File: src/rtl/instr_encoder.sv
// Packs instruction fields into 32-bit words and writes them sequentially to instruction memory.
// Latency: accept at edge N, write strobe during cycle N+2. One word every 3 cycles. ready_o is low outside IDLE, and requests stall while FULL.
module instr_encoder #(
   parameter int          DEPTH     = 32,
   parameter logic [31:0] BASE_ADDR = 32'h0000_0000
) (
   input  logic                    clk_i,
   input  logic                    rst_i,
   input  logic                    clear_i,
   input  logic                    valid_i,
   output logic                    ready_o,
   input  logic [2:0]              kind_i,
   input  logic [4:0]              rs_i,
   input  logic [4:0]              rt_i,
   input  logic [4:0]              rd_i,
   input  logic [4:0]              shamt_i,
   input  logic [5:0]              funct_i,
   input  logic [15:0]             imm_i,
   input  logic [25:0]             target_i,
   output logic                    imem_we_o,
   output logic [31:0]             imem_addr_o,
   output logic [31:0]             imem_data_o,
   output logic [$clog2(DEPTH):0]  count_o,
   output logic                    full_o
);

   localparam int CW = $clog2(DEPTH) + 1;

   localparam logic [5:0] OP_R    = 6'b000000;
   localparam logic [5:0] OP_ADDI = 6'b001001;
   localparam logic [5:0] OP_LW   = 6'b101100;
   localparam logic [5:0] OP_SW   = 6'b100100;
   localparam logic [5:0] OP_BEQ  = 6'b000110;
   localparam logic [5:0] OP_BNE  = 6'b000101;
   localparam logic [5:0] OP_J    = 6'b000111;
   localparam logic [5:0] OP_JAL  = 6'b000011;

   typedef enum logic [1:0] {IDLE, ENC, WR, FULL} state_t;

   state_t         state;
   logic [2:0]     kind_q;
   logic [4:0]     rs_q;
   logic [4:0]     rt_q;
   logic [4:0]     rd_q;
   logic [4:0]     shamt_q;
   logic [5:0]     funct_q;
   logic [15:0]    imm_q;
   logic [25:0]    target_q;
   logic [31:0]    word;
   logic [31:0]    data_r;
   logic [CW-1:0]  count_r;
   logic           we_r;
   logic           ready_r;
   logic           full_r;

   always_comb begin
      word = '0;
      case (kind_q)
         3'd0:    word = {OP_R, rs_q, rt_q, rd_q, shamt_q, funct_q};
         3'd1:    word = {OP_ADDI, rs_q, rt_q, imm_q};
         3'd2:    word = {OP_LW, rs_q, rt_q, imm_q};
         3'd3:    word = {OP_SW, rs_q, rt_q, imm_q};
         3'd4:    word = {OP_BEQ, rs_q, rt_q, imm_q};
         3'd5:    word = {OP_BNE, rs_q, rt_q, imm_q};
         3'd6:    word = {OP_J, target_q};
         default: word = {OP_JAL, target_q};
      endcase
   end

   always_ff @(posedge clk_i or negedge rst_i) begin
      if (!rst_i) begin
         state    <= IDLE;
         kind_q   <= '0;
         rs_q     <= '0;
         rt_q     <= '0;
         rd_q     <= '0;
         shamt_q  <= '0;
         funct_q  <= '0;
         imm_q    <= '0;
         target_q <= '0;
         data_r   <= '0;
         count_r  <= '0;
         we_r     <= 1'b0;
         ready_r  <= 1'b1;
         full_r   <= 1'b0;
      end else if (clear_i) begin
         state   <= IDLE;
         count_r <= '0;
         we_r    <= 1'b0;
         ready_r <= 1'b1;
         full_r  <= 1'b0;
      end else begin
         case (state)
            IDLE: begin
               if (valid_i) begin
                  kind_q   <= kind_i;
                  rs_q     <= rs_i;
                  rt_q     <= rt_i;
                  rd_q     <= rd_i;
                  shamt_q  <= shamt_i;
                  funct_q  <= funct_i;
                  imm_q    <= imm_i;
                  target_q <= target_i;
                  ready_r  <= 1'b0;
                  state    <= ENC;
               end
            end
            ENC: begin
               data_r <= word;
               we_r   <= 1'b1;
               state  <= WR;
            end
            WR: begin
               we_r    <= 1'b0;
               count_r <= count_r + 1'b1;
               if (count_r == CW'(DEPTH - 1)) begin
                  full_r <= 1'b1;
                  state  <= FULL;
               end else begin
                  ready_r <= 1'b1;
                  state   <= IDLE;
               end
            end
            default: ;
         endcase
      end
   end

   // A clear landing in the WR cycle must kill the strobe in that same cycle.
   assign imem_we_o   = we_r & ~clear_i;
   assign imem_addr_o = BASE_ADDR + (32'(count_r) << 2);
   assign imem_data_o = data_r;
   assign count_o     = count_r;
   assign full_o      = full_r;
   assign ready_o     = ready_r;

endmodule

File: config.mk
export PLATFORM = sky130hd
export DESIGN_NAME = instr_encoder
export DESIGN_NICKNAME = d
export VERILOG_FILES = /design/src/rtl/instr_encoder.sv
export SDC_FILE = /design/constraint.sdc
export NUM_CORES = 1
export LEC_CHECK = 0
export CORE_ASPECT_RATIO = 1.4
export CORE_MARGIN = 3
export CORE_UTILIZATION = 37
export CTS_CLUSTER_DIAMETER = 100
export DETAILED_ROUTE_END_ITERATION = 10
export PLACE_DENSITY = 0.69
export SLEW_MARGIN = 25
export SYNTH_ARGS = -nofsm -noshare
export SYNTH_HDL_FRONTEND = slang
export SYNTH_SLANG_ARGS = --single-unit
File: constraint.sdc
create_clock -name clk_i -period 5.15 [get_ports clk_i]
set_clock_uncertainty 0.1 [all_clocks]
set_input_delay 0.515 -clock clk_i [delete_from_list [all_inputs] [get_ports clk_i]]
set_output_delay 0.515 -clock clk_i [all_outputs]
set_load 0.05 [all_outputs]
# ---- Word level (Yosys, flattened, before mapping)
# Cells that the tools add are included.
# W data, S select, Z words.
dict set report word_totals {
  ff_bits 114
  out_inout_bits 73
  latch_bits 0
  memories 0
  word_cells 56
  mem_bits_ro 0
  in_bits 75
  mem_bits_rw 0
}
dict set report op_classes {
  bitwise 2
  n_addsub 1
  multipliers 0
  div_mod_pow 0
  shift 0
  mux 16
  eq_ne 11
  n_lt_le_gt_ge 0
  n_reduce_logical 12
}
# operator count
set op_table {}
lappend op_table {{$pmux W32 S7} 1}
lappend op_table {{$mux W6} 2}
lappend op_table {{$eq A3 B3 Y1 const B} 3}
lappend op_table {{$mux W1} 7}
lappend op_table {{$add A6 B1 Y6 const B} 1}
lappend op_table {{$eq A3 B2 Y1 const B} 2}
lappend op_table {{$eq A6 B5 Y1 const B} 1}
lappend op_table {{$mux W2} 3}
lappend op_table {{$ne A3 B3 Y1 const B} 2}
lappend op_table {{$pmux W2 S3} 1}
lappend op_table {{$reduce_and A2 Y1} 3}
lappend op_table {{$reduce_and A3 Y1} 2}
lappend op_table {{$reduce_bool A3 Y1} 2}
lappend op_table {{$pmux W1 S2} 2}
lappend op_table {{$reduce_bool A2 Y1} 2}
lappend op_table {{$reduce_bool A4 Y1} 1}
lappend op_table {{$eq A3 B1 Y1 const B} 1}
lappend op_table {{$logic_not A3 Y1} 1}
lappend op_table {{$eq A2 B1 Y1 const B} 1}
lappend op_table {{$eq A2 B2 Y1 const B} 1}
lappend op_table {{$logic_not A2 Y1} 1}
lappend op_table {{$and A1 B1 Y1} 1}
lappend op_table {{$not A1 Y1} 1}

# ---- Longest topological paths before layout
# Gate-level depths: netlist (run 1).
dict set report depth {
  depth_word 4
  ltp_mapped 7
  mapped_depth_nobuf 5
}

# ---- Worst setup path after synthesis (run 1)
# Ideal clock, no wire load.
dict set report synth_path {
  path_type {input port to output port}
  from {input port clear_i}
  to {output port imem_we_o}
  required_time_ps 4535
  slack_ps 3299
  arrival_time_ps 1236
  stages 1
  path_buffers 0
  cell_sequence {nor2b_1}
}
dict set report synth_via {
  elab_chain_cells 2
}
# item line_no
set synth_rtl {}
lappend synth_rtl {{start, declared} 9} ;# input logic clear_i,
lappend synth_rtl {{$not A1 Y1 (no source line)} n/a}
lappend synth_rtl {{$and A1 B1 Y1} 130} ;# assign imem_we_o = we_r & ~clear_i;
lappend synth_rtl {{end, declared} 20} ;# output logic imem_we_o,
# Every way passes these cells.

# ---- Worst setup path in the final report (run 1)
# Ends and elaborated chain as after synthesis.

==> results.txt, run 1 <==
status - finished, final reports clean
Pins Over Slew Limit - 0
top cell type's share of synthesized area - 53.9%
commonest non-fill, non-tap cell in the layout - clkdlybuf4s50_1
synth top area cells - dfrtp_1, mux2_2, buf_4
I/O pin count - 148
Critical Path AT - 2.36 ns
area of the core - 13,600 um^2
CTS Buf Count - 17
drt first pass iters - 4
CP Launch Type - primary input
buffers added on ports - 120
Final HPWL DP - 8.50 mm
post-synth top area cell - dfrtp_1
FILL cells - 1,205
Syn. warnings - 0
fraction of registers with async set/reset - 100%
initial core utilization - 38.3%
compound-gate portion of the synthesized area - 9.90%
cts hold-fix bufs - 0
worst path cell trace - clkdlybuf4s50_1 > nor2b_1 > clkdlybuf4s50_1
die height - 146 um
WL/cell - 17.2 um
critical path's slowest cell - clkdlybuf4s50_1
Leak - 2.96 nW
initial antenna violation count - 0
syn_area_per_cell - 12.0 um^2
Cell variety after synth - 43
CTS H-tree lvls - 4
Sink Count - 113
Iter 0 DRT Violations - 156
R2R Path Start - state[1]$_DFFE_PN0P_
R2R setup slack - 2.61 ns
VDD IR-drop max - 294 uV
multiplexer share of the synthesized area - 15.6%
Adder-Cell Fraction of Synth Area - 0.963%
register area - 2830 um^2
standard-cell row count - 50
main combinational cell family by area after synthesis - multiplexers
Worst-Margin Slew - 0.955 ns
CTS tree - built
clock-pin slew on the worst setup and hold paths - 0.05 ns
post-synthesis xor/xnor area fraction - 0.843%
Yosys reg bits - 113
ys flop type - dfrtp_1
Setup TNS Final - 0 ns
Setup Crit Path Kind - in -> out
Final #Nets - 617
Via-to-Cell Ratio - 4.99
area taken by multi-input logic gates - 1990 um^2
final period utilization - 57.8%
routability cong. - 0.770
Finish-stage setup viols - 0
min cycle time layout - 2.98 ns
number of synthesized flops with an enable pin - 0
post-CTS setup repair buffer count - 0
Post-Syn Area - 5190 um^2
FF-to-FF End - imem_data_o[5]$_DFFE_PN0P_
share of layout cells above drive strength 1 - 22.0%
crit-path max cell delay - 0.83 ns
GR Util All Layers - 16.5%
maxcap violations - 0
Die ar. - 15,500 um^2
DRC Markers - 0
clk buf depth - 2
Post-DP Area - 6330 um^2
CP max FO - 16
hold crit path type - in -> async
Critical Path Most Common Cell - clkdlybuf4s50_1
worst skew pair latency - 0.40 ns
global-route wire length before repair - 19.9 mm
Detailed Route WL - 12.5 mm
pin count of the biggest net entering global routing - 66
vias - 3,650
Antenna diodes - 0
most frequent cells in the layout - clkdlybuf4s50_1, dfrtp_1, mux2_2
Slew headroom - 36.2%
Synth Area in Simple Gates - 8.77%
post-cts resize count - 0
post-route cell area - 6910 um^2
final hold vios - 0
power per cell area - 603 nW/um^2
GRT overflow - 0
Worst Path Required - 4.53 ns
Mapped Cells - 432
antenna viol nets, final - 0
sequential-to-total area share from yosys stat - 54.5%
DIE WIDTH - 106 um
clk root buf - clkbuf_16
RSZ-0062 raised after global routing - no
fmax - 336 MHz
P&R area growth vs syn - 33.1%
worst reg2reg path depth - 5
number of global-route vias before repair - 3,866
kind of end point of the critical path - primary output
per-stage QoR:
step                      setup slack [ns]  util (%)  hold WS [ns]  cells  power (mW)
after floorplan                       3.30         -         0.119    458        2.57
after detailed placement              2.07      46.7         0.376    701        3.07
after CTS                             2.16      50.9         0.141    731        4.20
after global placement                2.15      46.6         0.367    701        3.01
after global routing                  2.07      50.9         0.160    731        4.38
final                                 2.17      50.9         0.116    731        4.17
sequential cells by signal, summed over array words and instances (netlist names):
name / cells
imem_data_o: 31
target_q: 26
imm_q: 16
count_o: 6
funct_q: 6
rd_q: 5
rs_q: 5
rt_q: 5
shamt_q: 5
kind_q: 3
state: 2
full_o: 1
ready_o: 1
we_r: 1
worst max-delay path: cells and delay by family:
kind / cells / cell delay (ns)
AND/OR/NAND/NOR: 1 / 0.29
buffers and inverters: 2 / 1.56
cell usage after synthesis (4+ instances only):
cell / n
dfrtp_1: 112
a221oi_1: 22
mux2_2: 71
nand3_1: 17
a31oi_1: 10
a21oi_1: 7
nor2_1: 35
nand2_1: 26
nor2b_1: 4
buf_4: 34
ha_1: 4
buf_2: 14
clkbuf_1: 8
a221oi_2: 10
inv_1: 19
cell type report:
cell class	instances	share of cell area [%]
clock buffers	26	7.66
clock inverters	4	0.688
inverters	19	1.03
multi-input cells	264	28.7
flip-flops and latches	113	40.9
well taps	182	3.29
repair buffers	123	17.7
cell families after synthesis:
kind of cell | after synthesis
flip-flops | 113
AND/OR/NAND/NOR | 97
buffers and inverters | 81
multiplexers | 72
AO/OA/AOI/OAI | 59
XOR/XNOR | 5
adder cells (fa/ha/maj) | 4
other | 1
report_power, final:
part / switching (mW) / internal (mW) / total, mW
clock: 0.372 / 0.745 / 1.12
sequential: 0.239 / 1.24 / 1.48
combinational: 0.958 / 0.617 / 1.58
total: 1.57 / 2.60 / 4.17
layer usage:
metal	GRT usage [%]	up-vias	routed length, um	share of wire, %
li1	-	1672	-	-
met1	19.5	1815	4960	40
met2	28.4	137	6610	53
met3	3.67	26	627	5.0
met4	7.39	0	333	2.7
met5	0	-	0	0
worst max-delay path by stage:
stage	startpoint	to	depth (start not counted)
after floorplan	clear_i	imem_we_o	1
after global placement	clear_i	imem_data_o[0]$_DFFE_PN0P_	4
after detailed placement	clear_i	imem_data_o[0]$_DFFE_PN0P_	4
after CTS	clear_i	imem_we_o	3
after global routing	clear_i	imem_we_o	3
final	clear_i	imem_we_o	3
Power figures use the tool's default switching activity.
==> run 2: changes to the inputs <==
==> constraint.sdc (replaced) <==
create_clock -name clk_i -period 2.82 [get_ports clk_i]
set_clock_uncertainty 0.1 [all_clocks]
set_input_delay 0.282 -clock clk_i [delete_from_list [all_inputs] [get_ports clk_i]]
set_output_delay 0.282 -clock clk_i [all_outputs]
set_load 0.05 [all_outputs]
==> results.txt, run 2 (synthesis gave the netlist of run 1 again) <==
antenna viol nets, final - 0 (unchanged)
buffers added on ports - 120 (unchanged)
die height - 146 um (unchanged)
I/O pin count - 148 (unchanged)
Worst Path Required - 2.44 ns (-2.09 ns)
GRT overflow - 0 (unchanged)
vias - 3,707 (+1.6%)
final period utilization - 75.2%
CTS Buf Count - 17 (unchanged)
status - finished, final reports clean
min cycle time layout - 2.12 ns
VDD IR-drop max - 610 uV (+110%)
kind of end point of the critical path - primary output
metal3 WL - 702 um (+12%)
DIE WIDTH - 106 um (unchanged)
power per cell area - 1080 nW/um^2 (+79%)
Detailed Route WL - 12.6 mm (+0.46%)
initial core utilization - 38.3% (unchanged)
max layer used - met4
met1 WL - 5.04 mm (+1.5%)
Die ar. - 15,500 um^2 (unchanged)
Slew headroom - 40.3% (+4.2 points)
fmax - 472 MHz
RSZ-0062 raised after global routing - no
max reg flops - 31 (unchanged)
clk buf depth - 2 (unchanged)
Setup TNS Final - 0 ns (unchanged)
CP Launch Type - register
share of layout cells above drive strength 1 - 23.2% (+1.2 points)
Pins Over Slew Limit - 0 (unchanged)
Finish-stage setup viols - 0 (unchanged)
P&R area growth vs syn - 35.1%
Hold WS - 0.307 ns (+0.190 ns)
initial antenna violation count - 0 (unchanged)
Clock Power Share - 26.1% (-0.7 points)
drt first pass iters - 4 (unchanged)
Int Power - 4.67 mW (+79%)
switching share of power - 38.6% (+0.95 points)
area of the core - 13,600 um^2 (unchanged)
switching power - 2.93 mW (+87%)
Final #Nets - 626 (+1.5%)
worst skew pair latency - 0.40 ns (about the same)
critical path's slowest cell - clkdlybuf4s50_1
Comb pwr share - 38.6% (+0.8 points)
Via-to-Cell Ratio - 5.00 (about the same)
Final HPWL DP - 8.58 mm (+0.95%)
GR Util All Layers - 16.5% (+0.022 points)
CTS H-tree lvls - 4 (unchanged)
Iter 0 DRT Violations - 144 (-7.7%)
final hold vios - 0 (unchanged)
most frequent cells in the layout - clkdlybuf4s50_1, dfrtp_1, mux2_2
met2 WL post-DR - 6.66 mm (+0.74%)
Crit path max-delay family - buffers and inverters
clk root buf - clkbuf_16
crit-path max cell delay - 0.80 ns (-0.03 ns)
worst path cell trace - clkdlybuf4s50_1
pin count of the biggest net entering global routing - 52 (-21%)
DRC Markers - 0 (unchanged)
Leak - 3.01 nW (+1.7%)
clock-pin slew on the worst setup and hold paths - 0.05 ns (about the same)
Setup Crit Path Kind - reg -> out
CP max FO - 2 (-14)
standard-cell row count - 50 (unchanged)
CTS tree - built
Antenna diodes - 0 (unchanged)
buffer and inverter count on the worst path - 1 (-1)
global-route wire length before repair - 20.0 mm (+0.63%)
final total power - 7.59 mW (+82%)
Worst-Margin Slew - 0.892 ns (-0.0632 ns)
Sink Count - 113 (unchanged)
WL/cell - 17.0 um (-1.0%)
setup ws final - 0.700 ns (-1.47 ns)
commonest non-fill, non-tap cell in the layout - clkdlybuf4s50_1
number of global-route vias before repair - 3,854 (-0.31%)
routability cong. - 0.763 (-0.81%)
maxcap violations - 0 (unchanged)
Sequential Power Share - 35.2% (-0.2 points)
hold crit path type - in -> async
Critical Path AT - 1.74 ns (-0.62 ns)
Place WS - 0.719 ns (-1.35 ns)
## run 2: cell count changes in the layout (fill, tap and decap cells not counted), moves of 2 or more
cell,delta
clkbuf_8,-6
buf_4,+4
clkinv_4,+2
buf_12,+5
inv_6,+2
clkinvlp_4,+3
## run 2: final timing paths
path | end | from | slack (ns) | cells after the start
setup / recovery | ready_o | ready_o$_DFFE_PN1P_ | 0.70 | 1
hold reg to reg | imem_data_o[31]$_DFFE_PN0P_ | imem_data_o[31]$_DFFE_PN0P_ | 0.37 | 2
hold / removal | funct_q[3]$_DFFE_PN0P_ | rst_i | 0.31 | 2
setup reg to reg | rt_q[2]$_DFFE_PN0P_ | state[0]$_DFFE_PN0P_ | 0.76 | 5
min in group clk_i | imem_data_o[31]$_DFFE_PN0P_ | imem_data_o[31]$_DFFE_PN0P_ | 0.37 | 2
max in group asynchronous | ready_o$_DFFE_PN1P_ | rst_i | 1.57 | 3
## run 2: power groups by stage
stage                     combinational (mW)  clock [mW]  sequential (mW)
after global routing                    3.13        2.10             2.76
after floorplan                         1.33           0             3.36
after CTS                               2.95        2.02             2.68
final                                   2.93        1.98             2.68
after detailed placement                2.94           0             2.69
after global placement                  2.87           0             2.67
## run 2: timing repair
item                       4_1_cts  5_1_grt
hold endpoints to repair        41        0
gates resized for setup          0        0
hold buffers                     1        0
setup buffers                    0        0
setup endpoints to repair        0        0
## run 2: layer usage
metal	track usage [%]	vias to the layer above
met5	0	-
met4	5.57	0
met3	4.56	18
met2	28.8	128
met1	19.4	1866
li1	-	1695
## run 2: worst reg2reg max path, cell delays in order, from the launching register on
cell,delay (ns)
dfrtp_1,0.41
inv_1,0.09
ha_1,0.23
nand3b_1,0.50
buf_12,0.26
mux2_2,0.36
## run 2: through the flow
step                      cells  util, %  cell area [um^2]
after floorplan             458        -              5290
after global placement      709     47.5              6450
after detailed placement    709     47.5              6450
after CTS                   742     51.7              7020
after global routing        742     51.7              7020
final                       742     51.7              7020
## run 2: cell type report
| class | instances | area [um^2] |
|---|---|---|
| Multi-Input combinational cell | 264 | 1980 |
| Timing Repair Buffer | 132 | 1350 |
| Clock inverter | 12 | 110 |
| Sequential cell | 113 | 2830 |
| Clock buffer | 20 | 447 |
| Inverter | 19 | 71.3 |
| Tap cell | 182 | 228 |
| Fill cell | 1218 | 6560 |
